$ cat config.mk
export PLATFORM = sky130hd
export DESIGN_NAME = output_uart_tx
export DESIGN_NICKNAME = d
export VERILOG_FILES = /design/src/rtl/output_uart_tx.sv
export SDC_FILE = /design/constraint.sdc
export NUM_CORES = 1
export LEC_CHECK = 0
export CAP_MARGIN = 20
export CORE_MARGIN = 1.5
export CORE_UTILIZATION = 50
export DETAILED_ROUTE_END_ITERATION = 8
export HOLD_SLACK_MARGIN = 0.03
export PLACE_DENSITY = 0.65
export SYNTH_ARGS = -nofsm -noshare
export SYNTH_HDL_FRONTEND = slang
export SYNTH_SLANG_ARGS = --single-unit
$ cat constraint.sdc
create_clock -name clk -period 8.7 [get_ports clk]
set_clock_uncertainty 0.1 [all_clocks]
set_input_delay 2.61 -clock clk [delete_from_list [all_inputs] [get_ports clk]]
set_output_delay 2.61 -clock clk [all_outputs]
set_load 0.1 [all_outputs]
$ cat src/rtl/output_uart_tx.sv
// -----------------------------------------------------------------------------
// output_uart_tx
//
// Byte-wide output port to 8N1 UART transmitter with a small FIFO in front.
// Bytes written with a one-cycle strobe are queued, then shifted out LSB
// first, each bit held for CLKS_PER_BIT clocks. Consecutive queued bytes go
// out back-to-back with no idle time between the stop bit and the next start.
// A write into a full FIFO is dropped (unless a pop happens on the same edge)
// and latches the sticky overflow flag.
//
// Parameters
//   CLKS_PER_BIT  clock cycles per serial bit (2..65535)
//   FIFO_AW       FIFO address width, depth = 2**FIFO_AW
//
// Ports
//   clk          system clock, rising edge
//   resetn       synchronous active-low reset
//   out_byte     byte to transmit
//   out_byte_en  one-cycle write strobe qualifying out_byte
//   tx           serial line, idle high, driven from a register
//   busy         FIFO non-empty or a frame in progress
//   fifo_full    FIFO holds 2**FIFO_AW entries
//   fifo_count   FIFO occupancy, 0..2**FIFO_AW
//   overflow     sticky: at least one byte was dropped since reset
// -----------------------------------------------------------------------------
module output_uart_tx #(
  parameter int CLKS_PER_BIT = 868,
  parameter int FIFO_AW      = 4
) (
  input  logic               clk,
  input  logic               resetn,
  input  logic [7:0]         out_byte,
  input  logic               out_byte_en,
  output logic               tx,
  output logic               busy,
  output logic               fifo_full,
  output logic [FIFO_AW:0]   fifo_count,
  output logic               overflow
);

  localparam int                DEPTH       = 2 ** FIFO_AW;
  localparam logic [FIFO_AW:0]  COUNT_FULL  = (FIFO_AW + 1)'(DEPTH);
  localparam logic [FIFO_AW:0]  COUNT_ONE   = (FIFO_AW + 1)'(1);
  localparam logic [FIFO_AW-1:0] PTR_ONE    = FIFO_AW'(1);
  localparam logic [15:0]       BAUD_RELOAD = 16'(CLKS_PER_BIT - 1);

  typedef enum logic [1:0] {
    ST_IDLE,
    ST_START,
    ST_DATA,
    ST_STOP
  } state_t;

  // Transmitter state
  state_t              r_state;
  logic [2:0]          r_bit_cnt;
  logic [15:0]         r_baud_cnt;
  logic [7:0]          r_shift;
  logic                r_tx;

  // FIFO state
  logic [7:0]          r_mem [DEPTH];
  logic [FIFO_AW-1:0]  r_wr_ptr;
  logic [FIFO_AW-1:0]  r_rd_ptr;
  logic [FIFO_AW:0]    r_count;
  logic                r_overflow;

  logic                w_full;
  logic                w_has_data;
  logic                w_baud_done;
  logic                w_pop;
  logic                w_push;
  logic [7:0]          w_head;

  assign w_full      = (r_count == COUNT_FULL);
  assign w_has_data  = (r_count != '0);
  assign w_baud_done = (r_baud_cnt == '0);

  // A byte leaves the FIFO either when the line is idle or at the last cycle
  // of a stop bit, which is what makes back-to-back frames gap-free.
  assign w_pop  = w_has_data &&
                  ((r_state == ST_IDLE) || ((r_state == ST_STOP) && w_baud_done));

  // A pop on the same edge frees a slot, so a full FIFO still accepts.
  assign w_push = out_byte_en && (!w_full || w_pop);

  // When full, wr_ptr == rd_ptr; the read below sees the old head because the
  // write only lands after the edge.
  assign w_head = r_mem[r_rd_ptr];

  // NOTE: storage has no reset; its contents are unobservable until written,
  // and leaving it out of the reset lets it map onto plain RAM/flops without
  // a reset network. Sequential state uses non-blocking assignments so every
  // register samples pre-edge values regardless of statement order.
  always_ff @(posedge clk) begin
    if (resetn && w_push) begin
      r_mem[r_wr_ptr] <= out_byte;
    end
  end

  always_ff @(posedge clk) begin
    if (!resetn) begin
      r_state    <= ST_IDLE;
      r_bit_cnt  <= '0;
      r_baud_cnt <= '0;
      r_shift    <= '0;
      r_tx       <= 1'b1;
      r_wr_ptr   <= '0;
      r_rd_ptr   <= '0;
      r_count    <= '0;
      r_overflow <= 1'b0;
    end else begin
      // FIFO bookkeeping
      if (w_push) begin
        r_wr_ptr <= r_wr_ptr + PTR_ONE;
      end
      if (w_pop) begin
        r_rd_ptr <= r_rd_ptr + PTR_ONE;
      end
      case ({w_push, w_pop})
        2'b10:   r_count <= r_count + COUNT_ONE;
        2'b01:   r_count <= r_count - COUNT_ONE;
        default: ;
      endcase
      if (out_byte_en && !w_push) begin
        r_overflow <= 1'b1;
      end

      // Frame sequencer; tx is updated on the same edge that enters each bit.
      case (r_state)
        ST_IDLE: begin
          r_tx <= 1'b1;
          if (w_pop) begin
            r_shift    <= w_head;
            r_baud_cnt <= BAUD_RELOAD;
            r_tx       <= 1'b0;
            r_state    <= ST_START;
          end
        end

        ST_START: begin
          if (w_baud_done) begin
            r_baud_cnt <= BAUD_RELOAD;
            r_bit_cnt  <= '0;
            r_tx       <= r_shift[0];
            r_state    <= ST_DATA;
          end else begin
            r_baud_cnt <= r_baud_cnt - 16'd1;
          end
        end

        ST_DATA: begin
          if (w_baud_done) begin
            r_baud_cnt <= BAUD_RELOAD;
            r_shift    <= {1'b0, r_shift[7:1]};
            r_bit_cnt  <= r_bit_cnt + 3'd1;
            if (r_bit_cnt == 3'd7) begin
              r_tx    <= 1'b1;
              r_state <= ST_STOP;
            end else begin
              // Next data bit is the one about to shift into position 0.
              r_tx <= r_shift[1];
            end
          end else begin
            r_baud_cnt <= r_baud_cnt - 16'd1;
          end
        end

        ST_STOP: begin
          if (w_baud_done) begin
            if (w_pop) begin
              r_shift    <= w_head;
              r_baud_cnt <= BAUD_RELOAD;
              r_tx       <= 1'b0;
              r_state    <= ST_START;
            end else begin
              r_tx    <= 1'b1;
              r_state <= ST_IDLE;
            end
          end else begin
            r_baud_cnt <= r_baud_cnt - 16'd1;
          end
        end

        default: begin
          r_tx    <= 1'b1;
          r_state <= ST_IDLE;
        end
      endcase
    end
  end

  assign tx         = r_tx;
  assign busy       = (r_state != ST_IDLE) || w_has_data;
  assign fifo_full  = w_full;
  assign fifo_count = r_count;
  assign overflow   = r_overflow;

endmodule

==> Word-level counts from Yosys, hierarchy flattened <==
Memory sizes are Yosys's and may differ from the RTL's. A register that Yosys moved wholly into a read port is not among the register bits.
Index checks and enable logic that the tools add are counted.
{ "totals": {"memories": 1, "register_bits": 44, "inputBits": 11, "ramBits": 128} }
{ "op_classes": {"addsub": 6, "eq_ne": 12, "n_mux": 29, "reduce_logical": 22} }
{ "memory_table": {"columns": ["memory", "depth", "width", "rd", "rd_ports_with_merged_regs", "wr", "line_no", "text"], "rows": [
  ["r_mem", 16, 8, 1, 1, 1, "62", "logic [7:0] r_mem [DEPTH];"]
]} }
{ "ops": {"columns": ["operator", "n"], "rows": [
  ["$mux W16", 3],
  ["$pmux W16 S3", 1],
  ["$mux W8", 3],
  ["$pmux W8 S3", 1],
  ["$logic_not A16 Y1", 1],
  ["$sub A16 B1 Y16 const B", 1],
  ["$mux W2", 5],
  ["$ne A2 B2 Y1 const B", 5],
  ["$pmux W5 S2", 1],
  ["$reduce_and A3 Y1", 3],
  ["$add A4 B1 Y4 const B", 2],
  ["$mux W1", 8],
  ["$mux W4", 2],
  ["$pmux W2 S4", 1],
  ["$eq A2 B2 Y1 const B", 3],
  ["$mux W3", 2],
  ["$pmux W3 S2", 1],
  ["$reduce_bool A2 Y1", 3],
  ["$add A5 B1 Y5 const B", 1],
  ["$eq A5 B5 Y1 const B", 1],
  ["$logic_and A1 B1 Y1", 5],
  ["$reduce_and A5 Y1", 1],
  ["$reduce_bool A5 Y1", 1],
  ["$sub A5 B1 Y5 const B", 1],
  ["other kinds (9)", 13]
]} }

==> Depth between registers and ports, before layout <==
Gate-level depths: netlist (run 1).
{ "logic_depth": {"ltp_word": 9, "mapped_depth": 12, "depth_no_buf": 12} }

==> Least setup slack after synthesis (run 1) <==
OpenSTA, ideal clock, no wires.
{ "synth_timing": {"path_kind": "reg2out", "start": "reg r_count[0], in the netlist fifo_count[0]", "end": "out busy", "path_stages_with_launch": 5, "slack_ns": 3.888, "t_arrival_ns": 2.102, "path_cell_list": "dfxtp_1 -> nor4_1 -> nand2b_1 -> nor2_1 -> inv_1"} }
{ "synth_between": {"elab_chain_len": 2} }
{ "synth_rtl": {"columns": ["element", "line_no", "text"], "rows": [
  ["from (decl)", "65", "logic [FIFO_AW:0] r_count;"],
  ["from (signal assigned)", "121", "2'b10: r_count <= r_count + COUNT_ONE;"],
  ["from (signal assigned)", "122", "2'b01: r_count <= r_count - COUNT_ONE;"],
  ["$reduce_bool A5 Y1", "76", "assign w_has_data = (r_count != '0);"],
  ["$logic_or A1 B1 Y1", "194", "assign busy = (r_state != ST_IDLE) || w_has_data;"],
  ["to (decl)", "35", "output logic busy,"]
]} }
Every way passes these cells.

==> Final worst setup path (run 1) <==
{ "layout_timing": {"start": "reg r_count[1], in the netlist fifo_count[1]", "end": "out busy"} }
Same word-level chain as after synthesis.

==> metrics.txt, run 1 <==
# TYPE chip_impl_metric gauge
chip_impl_info{name="outcome",value="finished, final reports clean"} 1
chip_impl_metric{name="worst_path_arrival",unit="ns"} 3.00
chip_impl_metric{name="min_period_over_period",unit=""} 0.6567
chip_impl_metric{name="synth_area_in_xor_xnor",unit=""} 0.007879
chip_impl_metric{name="post_synth_num_cell_types",unit=""} 55
chip_impl_metric{name="io_buffers",unit=""} 19
chip_impl_metric{name="totalWireLength",unit="um"} 15890
chip_impl_metric{name="fp.dieW",unit="um"} 127.8
chip_impl_metric{name="design.core.area",unit="sq um"} 15200
chip_impl_metric{name="drv_cap",unit=""} 0
chip_impl_info{name="startpoint_type",value="flop"} 1
chip_impl_metric{name="synth-edff-count",unit=""} 128
chip_impl_info{name="netlist.top_cell.by_area",value="sky130_fd_sc_hd__edfxtp_1"} 1
chip_impl_metric{name="setup_total_negative_slack",unit="ns"} 0
chip_impl_info{name="top_signal_layer_used",value="met4"} 1
chip_impl_info{name="crit_type",value="reg -> out"} 1
chip_impl_metric{name="mappedNetlistArea",unit="sq um"} 7781
chip_impl_metric{name="leakage",unit="nW"} 2.895
chip_impl_info{name="synth_area_leaders",value="sky130_fd_sc_hd__edfxtp_1, sky130_fd_sc_hd__dfxtp_1, sky130_fd_sc_hd__mux4_2"} 1
chip_impl_metric{name="layout.cell_area.non_filler",unit="sq um"} 8810
chip_impl_metric{name="initialDrtViolationCount",unit=""} 363
chip_impl_metric{name="clkTransAtPathRegs",unit="ns"} 0.06
chip_impl_metric{name="routedLengthMet1",unit="um"} 7313
chip_impl_metric{name="worst_ir_drop_vdd",unit="mV"} 0.4525
chip_impl_metric{name="cts-htree-levels",unit=""} 4
chip_impl_metric{name="clock_sinks",unit=""} 176
chip_impl_metric{name="grt_util_all_layers",unit=""} 0.2119
chip_impl_metric{name="number_of_buffers_created_by_cts",unit=""} 17
chip_impl_metric{name="clock_path_buffers",unit=""} 2
chip_impl_metric{name="synth_mux_area_frac",unit=""} 0.1087
chip_impl_metric{name="post_synthesis_compound_gate_area_fraction",unit=""} 0.1089
chip_impl_info{name="cts_tree",value="done"} 1
chip_impl_metric{name="timing_worst_slew_pin_value",unit="ns"} 0.9885
chip_impl_metric{name="yosysSeqAreaShare",unit=""} 0.6175
chip_impl_metric{name="finalMaxSlewViolations",unit=""} 0
chip_impl_metric{name="ratio_of_cells_with_drive_above_1_in_the_final_layout",unit=""} 0.1910
chip_impl_metric{name="postPlaceCellArea",unit="sq um"} 8244
chip_impl_info{name="synth.most_common_cell",value="sky130_fd_sc_hd__edfxtp_1"} 1
chip_impl_metric{name="place.detailed.instances",unit=""} 753
chip_impl_info{name="synth.top_cells.by_count",value="sky130_fd_sc_hd__edfxtp_1, sky130_fd_sc_hd__dfxtp_1, sky130_fd_sc_hd__mux2i_1"} 1
chip_impl_metric{name="detail_route.drc_violations",unit=""} 0
chip_impl_metric{name="grt_overflow_total",unit=""} 0
chip_impl_metric{name="power_density",unit="nW/um^2"} 318.6
chip_impl_metric{name="post_drt_wl_per_cell",unit="um"} 20.24
chip_impl_metric{name="grt_pass1_vias",unit=""} 4817
chip_impl_metric{name="clock_insertion_delay_worst_skew",unit="ns"} 0.43
chip_impl_metric{name="globalplace.congestion",unit=""} 0.8176
chip_impl_metric{name="wl_met2",unit="um"} 7571
chip_impl_metric{name="firstDrtPassIters",unit=""} 4
chip_impl_metric{name="final-hold-violation-count",unit=""} 0
chip_impl_metric{name="mappedNetlistNets",unit=""} 587
chip_impl_metric{name="floorplan.initialDensity",unit=""} 0.5119
chip_impl_info{name="crit_path_end_kind",value="primary output"} 1
chip_impl_metric{name="synth_async_sr_flop_share",unit=""} 0
chip_impl_metric{name="max_freq",unit="GHz"} 0.1750
chip_impl_metric{name="die_height",unit="um"} 127.8
chip_impl_metric{name="period_needed",unit="ns"} 5.714
chip_impl_metric{name="required_time_reported_for_the_critical_path_endpoint",unit="ns"} 5.99
chip_impl_metric{name="post-cts-setup-buffer-count",unit=""} 0
chip_impl_metric{name="synth.ff_latch_count",unit=""} 176
chip_impl_metric{name="synth_fa_ha_area_frac",unit=""} 0.03152
chip_impl_metric{name="floorplan.die_area",unit="sq um"} 16320
chip_impl_metric{name="worst_slew_margin_relative_to_its_limit",unit=""} 0.3390
chip_impl_metric{name="number_of_antenna_cells_inserted",unit=""} 0
chip_impl_metric{name="hold_buffers",unit=""} 0
chip_impl_metric{name="grt_antenna_before_repair",unit=""} 0
chip_impl_metric{name="yosysWarnings",unit=""} 0
chip_impl_info{name="synth_top_family_by_area",value="compound AO/OA/AOI/OAI gates"} 1
chip_impl_metric{name="critical_path_peak_fanout",unit=""} 6
chip_impl_metric{name="layout-area-overhead-vs-synth",unit="%"} 13.22
chip_impl_metric{name="syn-mean-instance-area",unit="sq um"} 13.97
chip_impl_metric{name="syn_inst",unit=""} 557
chip_impl_info{name="worst_hold_path_type",value="reg -> reg"} 1
chip_impl_metric{name="placement_rows",unit=""} 45
chip_impl_metric{name="remaining_antenna_violation_count",unit=""} 0
chip_impl_metric{name="utilization",unit=""} 0.5795
chip_impl_metric{name="maximum_number_of_pins_on_one_net_before_global_route_repair",unit=""} 46
chip_impl_metric{name="num_io_pins",unit=""} 20
chip_impl_metric{name="cts-resized-gates",unit=""} 0
chip_impl_metric{name="netlist.area_leader.share",unit=""} 0.4940
chip_impl_metric{name="grt_pass1_wl",unit="um"} 25980
chip_impl_info{name="yosys_most_used_dff",value="sky130_fd_sc_hd__edfxtp_1"} 1
chip_impl_info{name="ctsRootBufferMaster",value="sky130_fd_sc_hd__clkbuf_16"} 1
chip_impl_metric{name="synth_simple_gate_area_share",unit=""} 0.09632
chip_impl_info{name="rsz0062_at_grt",value="false"} 1
chip_impl_metric{name="setup_violations",unit=""} 0
chip_impl_metric{name="place_hpwl",unit="um"} 10190
chip_impl_metric{name="vias_per_cell",unit=""} 5.999
chip_impl_metric{name="fin_nets",unit=""} 614
chip_impl_metric{name="post_layout_nonfiller_instances",unit=""} 785
chip_impl_metric{name="routed-wl-met3",unit="um"} 696
chip_impl_metric{name="routed-via-count",unit=""} 4709
## path summary, 6_finish.rpt
check,cells after the start,to,startpoint,slack [ns]
hold reg to reg,2,r_bit_cnt[1]$_SDFFE_PN0P_,r_bit_cnt[1]$_SDFFE_PN0P_,0.37
setup / recovery,5,busy,fifo_count[1]$_SDFFE_PN0P_,2.99
hold / removal,2,r_bit_cnt[1]$_SDFFE_PN0P_,r_bit_cnt[1]$_SDFFE_PN0P_,0.37
setup reg to reg,10,fifo_count[4]$_SDFFE_PN0P_,r_state[1]$_SDFFE_PN0P_,4.98
## metrics by stage
| stage | power (W) | hold slack (ns) | setup slack, ns |
|---|---|---|---|
| floorplan | 0.001879 | 0.3356 | 3.888 |
| global placement | 0.002072 | 0.3440 | 3.418 |
| detailed placement | 0.002095 | 0.3582 | 3.198 |
| CTS | 0.002825 | 0.3692 | 3.017 |
| global route | 0.002959 | 0.3945 | 2.816 |
| finish | 0.002807 | 0.3704 | 2.986 |
## metal layers
| layer | GRT usage | vias to the layer above |
|---|---|---|
| li1 | - | 2225 |
| met1 | 0.2839 | 2347 |
| met2 | 0.3450 | 113 |
| met3 | 0.03965 | 24 |
| met4 | 0.08196 | 0 |
| met5 | 0 | - |
## logic make-up after synthesis
kind of cell,after synthesis
xor+xnor,7
mux,61
fa+ha+maj,19
flops,176
buf+inv,53
simple gates,138
compound gates,103
## critical path, cell delays in order (launching register included)
cell and delay [ns]:
sky130_fd_sc_hd__dfxtp_1 0.37, sky130_fd_sc_hd__nor4_1 0.67, sky130_fd_sc_hd__nand2b_1 0.28, sky130_fd_sc_hd__nor2_1 0.23, sky130_fd_sc_hd__inv_1 0.06, sky130_fd_sc_hd__clkdlybuf4s50_1 0.96
## cell type report
class	count	area, sq um
fillers	1216	6392
flip-flops and latches	176	4806
multi-input cells	328	2784
clock buffers	20	456.7
repair buffers	38	332.8
well taps	188	235.2
clock inverters	12	108.9
inverters	23	86.33
## sequential cells by signal (all words and copies together) (netlist names), named ones only
signal and cells:
r_baud_cnt 16, r_rd_ptr 4, r_mem 128, tx 1, r_shift 8, r_bit_cnt 3, r_wr_ptr 4, r_state 2
fifo_count 5, overflow 1
## power by group
group	total [W]	leakage (nW)	switching (W)	internal (W)
clock	0.000729	0.277	0.000318	0.000410
combinational	0.00104	1.07	0.000648	0.000393
sequential	0.00104	1.54	0.0000697	0.000967
total	0.00281	2.89	0.00104	0.00177
## cell usage in the layout, fill, tap and decap left out, drive strengths merged, types with 19 or more instances in the layout
| cell | netlist | routed |
|---|---|---|
| dfxtp | 48 | 48 |
| edfxtp | 128 | 128 |
| buf | 14 | 19 |
| o21ai | 19 | 19 |
| nand2 | 31 | 31 |
| clkdlybuf4s50 | 0 | 19 |
| a21oi | 20 | 20 |
| nor3 | 22 | 22 |
| nor2 | 25 | 25 |
| inv | 23 | 26 |
| clkbuf | 16 | 20 |
| mux2i | 35 | 35 |
No activity file was read; power rests on OpenSTA's default activity.
==> run 2, diff against run 1 <==
==> constraint.sdc (replaced) <==
create_clock -name clk -period 5.4 [get_ports clk]
set_clock_uncertainty 0.1 [all_clocks]
set_input_delay 1.62 -clock clk [delete_from_list [all_inputs] [get_ports clk]]
set_output_delay 1.62 -clock clk [all_outputs]
set_load 0.1 [all_outputs]
==> metrics.txt, run 2 (synthesized netlist as in run 1, its figures left out) <==
# TYPE chip_impl_metric gauge
chip_impl_info{name="capturing_point_of_the_worst_reg2reg_path",value="fifo_count[4]$_SDFFE_PN0P_"} 1
chip_impl_metric{name="routed-via-count",unit=""} 4783
chip_impl_metric{name="setup_total_negative_slack",unit="ns"} 0
chip_impl_metric{name="io_buffers",unit=""} 19
chip_impl_info{name="r2r_start",value="r_baud_cnt[0]$_SDFF_PN0_"} 1
chip_impl_metric{name="timing_worst_slew_pin_value",unit="ns"} 1.119
chip_impl_info{name="critical_path.cell_chain",value="nor4_1 > nand2b_1 > nor2_1 > inv_1 > clkdlybuf4s50_1"} 1
chip_impl_metric{name="placement_rows",unit=""} 45
chip_impl_metric{name="design.core.area",unit="sq um"} 15200
chip_impl_metric{name="crit_buf_inv",unit=""} 2
chip_impl_info{name="layout.cells.most_common",value="sky130_fd_sc_hd__edfxtp_1"} 1
chip_impl_info{name="startpoint_type",value="flop"} 1
chip_impl_metric{name="grt_antenna_before_repair",unit=""} 0
chip_impl_info{name="crit_path_end_kind",value="primary output"} 1
chip_impl_metric{name="p_comb_frac",unit=""} 0.361
chip_impl_info{name="endpoint",value="busy"} 1
chip_impl_metric{name="worst_path_arrival",unit="ns"} 2.90
chip_impl_metric{name="remaining_antenna_violation_count",unit=""} 0
chip_impl_info{name="timing.critical_path.from",value="fifo_count[0]$_SDFFE_PN0P_"} 1
chip_impl_metric{name="detail_route.drc_violations",unit=""} 0
chip_impl_metric{name="num_io_pins",unit=""} 20
chip_impl_metric{name="globalplace.congestion",unit=""} 0.7841
chip_impl_metric{name="leakage",unit="nW"} 2.905
chip_impl_metric{name="fillerInstances",unit=""} 1195
chip_impl_info{name="outcome",value="finished, final reports clean"} 1
chip_impl_metric{name="power_density",unit="nW/um^2"} 515.9
chip_impl_metric{name="totalPowerFinal",unit="W"} 0.004555
chip_impl_metric{name="die_height",unit="um"} 127.8
chip_impl_metric{name="utilization",unit=""} 0.5807
chip_impl_metric{name="power.switching",unit="W"} 0.001679
chip_impl_metric{name="max_freq",unit="GHz"} 0.2162
chip_impl_metric{name="min_path_cells",unit=""} 2
chip_impl_metric{name="ratio_of_cells_with_drive_above_1_in_the_final_layout",unit=""} 0.1920
chip_impl_metric{name="setup_violations",unit=""} 0
chip_impl_metric{name="cts-resized-gates",unit=""} 0
chip_impl_metric{name="fp.dieW",unit="um"} 127.8
chip_impl_metric{name="grt_overflow_total",unit=""} 0
chip_impl_metric{name="initialDrtViolationCount",unit=""} 344
chip_impl_metric{name="multi_input_comb_area",unit="sq um"} 2779
chip_impl_info{name="cts_tree",value="done"} 1
chip_impl_info{name="cp_slowest_cell",value="sky130_fd_sc_hd__clkdlybuf4s50_1"} 1
chip_impl_metric{name="place.detailed.instances",unit=""} 756
chip_impl_info{name="crit_type",value="reg -> out"} 1
chip_impl_metric{name="grt_pass1_wl",unit="um"} 26220
chip_impl_metric{name="clkTransAtPathRegs",unit="ns"} 0.06
chip_impl_metric{name="p_seq_frac",unit=""} 0.378
chip_impl_metric{name="cp_num_cells",unit=""} 5
chip_impl_metric{name="worst_slew_margin_relative_to_its_limit",unit=""} 0.2538
chip_impl_info{name="worst_hold_path_type",value="reg -> reg"} 1
chip_impl_metric{name="final-hold-violation-count",unit=""} 0
chip_impl_metric{name="clock_path_buffers",unit=""} 2
chip_impl_metric{name="sequential_cell_area",unit="sq um"} 4806
chip_impl_metric{name="reg2reg_setup_slack",unit="ns"} 1.64
chip_impl_info{name="critical-path-top-delay-family",value="simple AND/OR/NAND/NOR gates"} 1
chip_impl_metric{name="floorplan.initialDensity",unit=""} 0.5119
chip_impl_metric{name="post-cts-setup-buffer-count",unit=""} 0
chip_impl_metric{name="pwr-share-clk",unit=""} 0.261
chip_impl_metric{name="grt_util_all_layers",unit=""} 0.2154
chip_impl_info{name="rsz0062_at_grt",value="false"} 1
chip_impl_metric{name="r2r_cells",unit=""} 11
chip_impl_metric{name="maximum_number_of_pins_on_one_net_before_global_route_repair",unit=""} 36
chip_impl_metric{name="min_period_over_period",unit=""} 0.8565
chip_impl_metric{name="totalWireLength",unit="um"} 16350
chip_impl_metric{name="vias_per_cell",unit=""} 6.078
chip_impl_metric{name="post_drt_wl_per_cell",unit="um"} 20.77
chip_impl_metric{name="slowest_delay",unit="ns"} 0.96
chip_impl_metric{name="cts-htree-levels",unit=""} 4
chip_impl_metric{name="layout-area-overhead-vs-synth",unit="%"} 13.46
chip_impl_info{name="ctsRootBufferMaster",value="sky130_fd_sc_hd__clkbuf_16"} 1
chip_impl_metric{name="drv_cap",unit=""} 0
chip_impl_metric{name="floorplan.die_area",unit="sq um"} 16320
chip_impl_metric{name="largest_register_ff_count",unit=""} 128
chip_impl_metric{name="post_layout_nonfiller_instances",unit=""} 787
chip_impl_metric{name="clock_insertion_delay_worst_skew",unit="ns"} 0.43
chip_impl_metric{name="number_of_antenna_cells_inserted",unit=""} 0
chip_impl_metric{name="power.share.switching",unit=""} 0.3687
chip_impl_metric{name="grt_pass1_vias",unit=""} 4821
chip_impl_metric{name="firstDrtPassIters",unit=""} 5
chip_impl_metric{name="period_needed",unit="ns"} 4.625
chip_impl_metric{name="critical_path_peak_fanout",unit=""} 6
chip_impl_metric{name="place_hpwl",unit="um"} 10720
chip_impl_info{name="mostFrequentLayoutCells",value="sky130_fd_sc_hd__edfxtp_1, sky130_fd_sc_hd__dfxtp_1, sky130_fd_sc_hd__mux2i_1, sky130_fd_sc_hd__nand2_1, sky130_fd_sc_hd__nor2_1"} 1
chip_impl_metric{name="finalMaxSlewViolations",unit=""} 0
chip_impl_metric{name="p_int",unit="W"} 0.002875
chip_impl_metric{name="fin_nets",unit=""} 617
chip_impl_info{name="reg_top3",value="r_mem (128), r_baud_cnt (16), r_shift (8)"} 1
chip_impl_metric{name="required_time_reported_for_the_critical_path_endpoint",unit="ns"} 3.68
chip_impl_info{name="regMostFlops",value="r_mem"} 1
chip_impl_metric{name="hold_buffers",unit=""} 0
chip_impl_metric{name="worst_ir_drop_vdd",unit="mV"} 0.4921
chip_impl_metric{name="number_of_buffers_created_by_cts",unit=""} 17
chip_impl_metric{name="clock_sinks",unit=""} 176
[run 2: cell count changes in the layout (fill, tap and decap cells not counted), sizes merged]
cell,previous run,this run
buf,19,22
clkbuf,20,18
bufinv,1,2
clkinv,6,5
clkinvlp,2,3
[run 2: cell type report]
class	instances	share of cell area
clock inverter	13	0.01559
timing repair buffer	41	0.04025
clock buffer	18	0.04861
multi-input combinational	328	0.3148
sequential	176	0.5444
tap	188	0.02664
inverter	23	0.009779
[run 2: layer usage]
| layer | share of wire | global-route usage |
|---|---|---|
| met5 | 0 | 0 |
| met4 | 0.023 | 0.08130 |
| met3 | 0.041 | 0.04341 |
| met2 | 0.49 | 0.3526 |
| met1 | 0.45 | 0.2860 |
[run 2: worst min-delay path by stage]
| stage | from | slack, ns | end |
|---|---|---|---|
| floorplan | r_bit_cnt[1]$_SDFFE_PN0P_ | 0.34 | r_bit_cnt[1]$_SDFFE_PN0P_ |
| global placement | r_bit_cnt[2]$_SDFFE_PN0P_ | 0.34 | r_bit_cnt[2]$_SDFFE_PN0P_ |
| detailed placement | overflow$_SDFFE_PN0P_ | 0.36 | overflow$_SDFFE_PN0P_ |
| CTS | r_bit_cnt[2]$_SDFFE_PN0P_ | 0.37 | r_bit_cnt[2]$_SDFFE_PN0P_ |
| global route | r_shift[2]$_SDFFE_PN0P_ | 0.39 | r_shift[2]$_SDFFE_PN0P_ |
| finish | r_bit_cnt[2]$_SDFFE_PN0P_ | 0.37 | r_bit_cnt[2]$_SDFFE_PN0P_ |
[run 2: power by group through the flow]
stage	Combinational, W	Clock, W	Sequential, W
finish	0.00164	0.00119	0.00172
global route	0.00180	0.00126	0.00174
CTS	0.00166	0.00120	0.00172
detailed placement	0.00165	0	0.00175
floorplan	0.00124	0	0.00179
global placement	0.00160	0	0.00174
[run 2: through the flow]
| step | hold WS (ns) | instance area (sq um) | setup WS [ns] |
|---|---|---|---|
| 6_report | 0.3740 | 8828 | 0.7751 |
| 5_1_grt | 0.3874 | 8828 | 0.5243 |
| 4_1_cts | 0.3745 | 8828 | 0.7435 |
| 3_5_place_dp | 0.3572 | 8262 | 0.8667 |
| 3_3_place_gp | 0.3439 | 8262 | 1.105 |
| 2_1_floorplan | 0.3356 | 7781 | 1.578 |
[run 2: worst min-delay path, stage by stage, from the launching register on]
cell and delay [ns]:
sky130_fd_sc_hd__dfxtp_1 0.32, sky130_fd_sc_hd__nand2_1 0.06, sky130_fd_sc_hd__a21oi_1 0.05
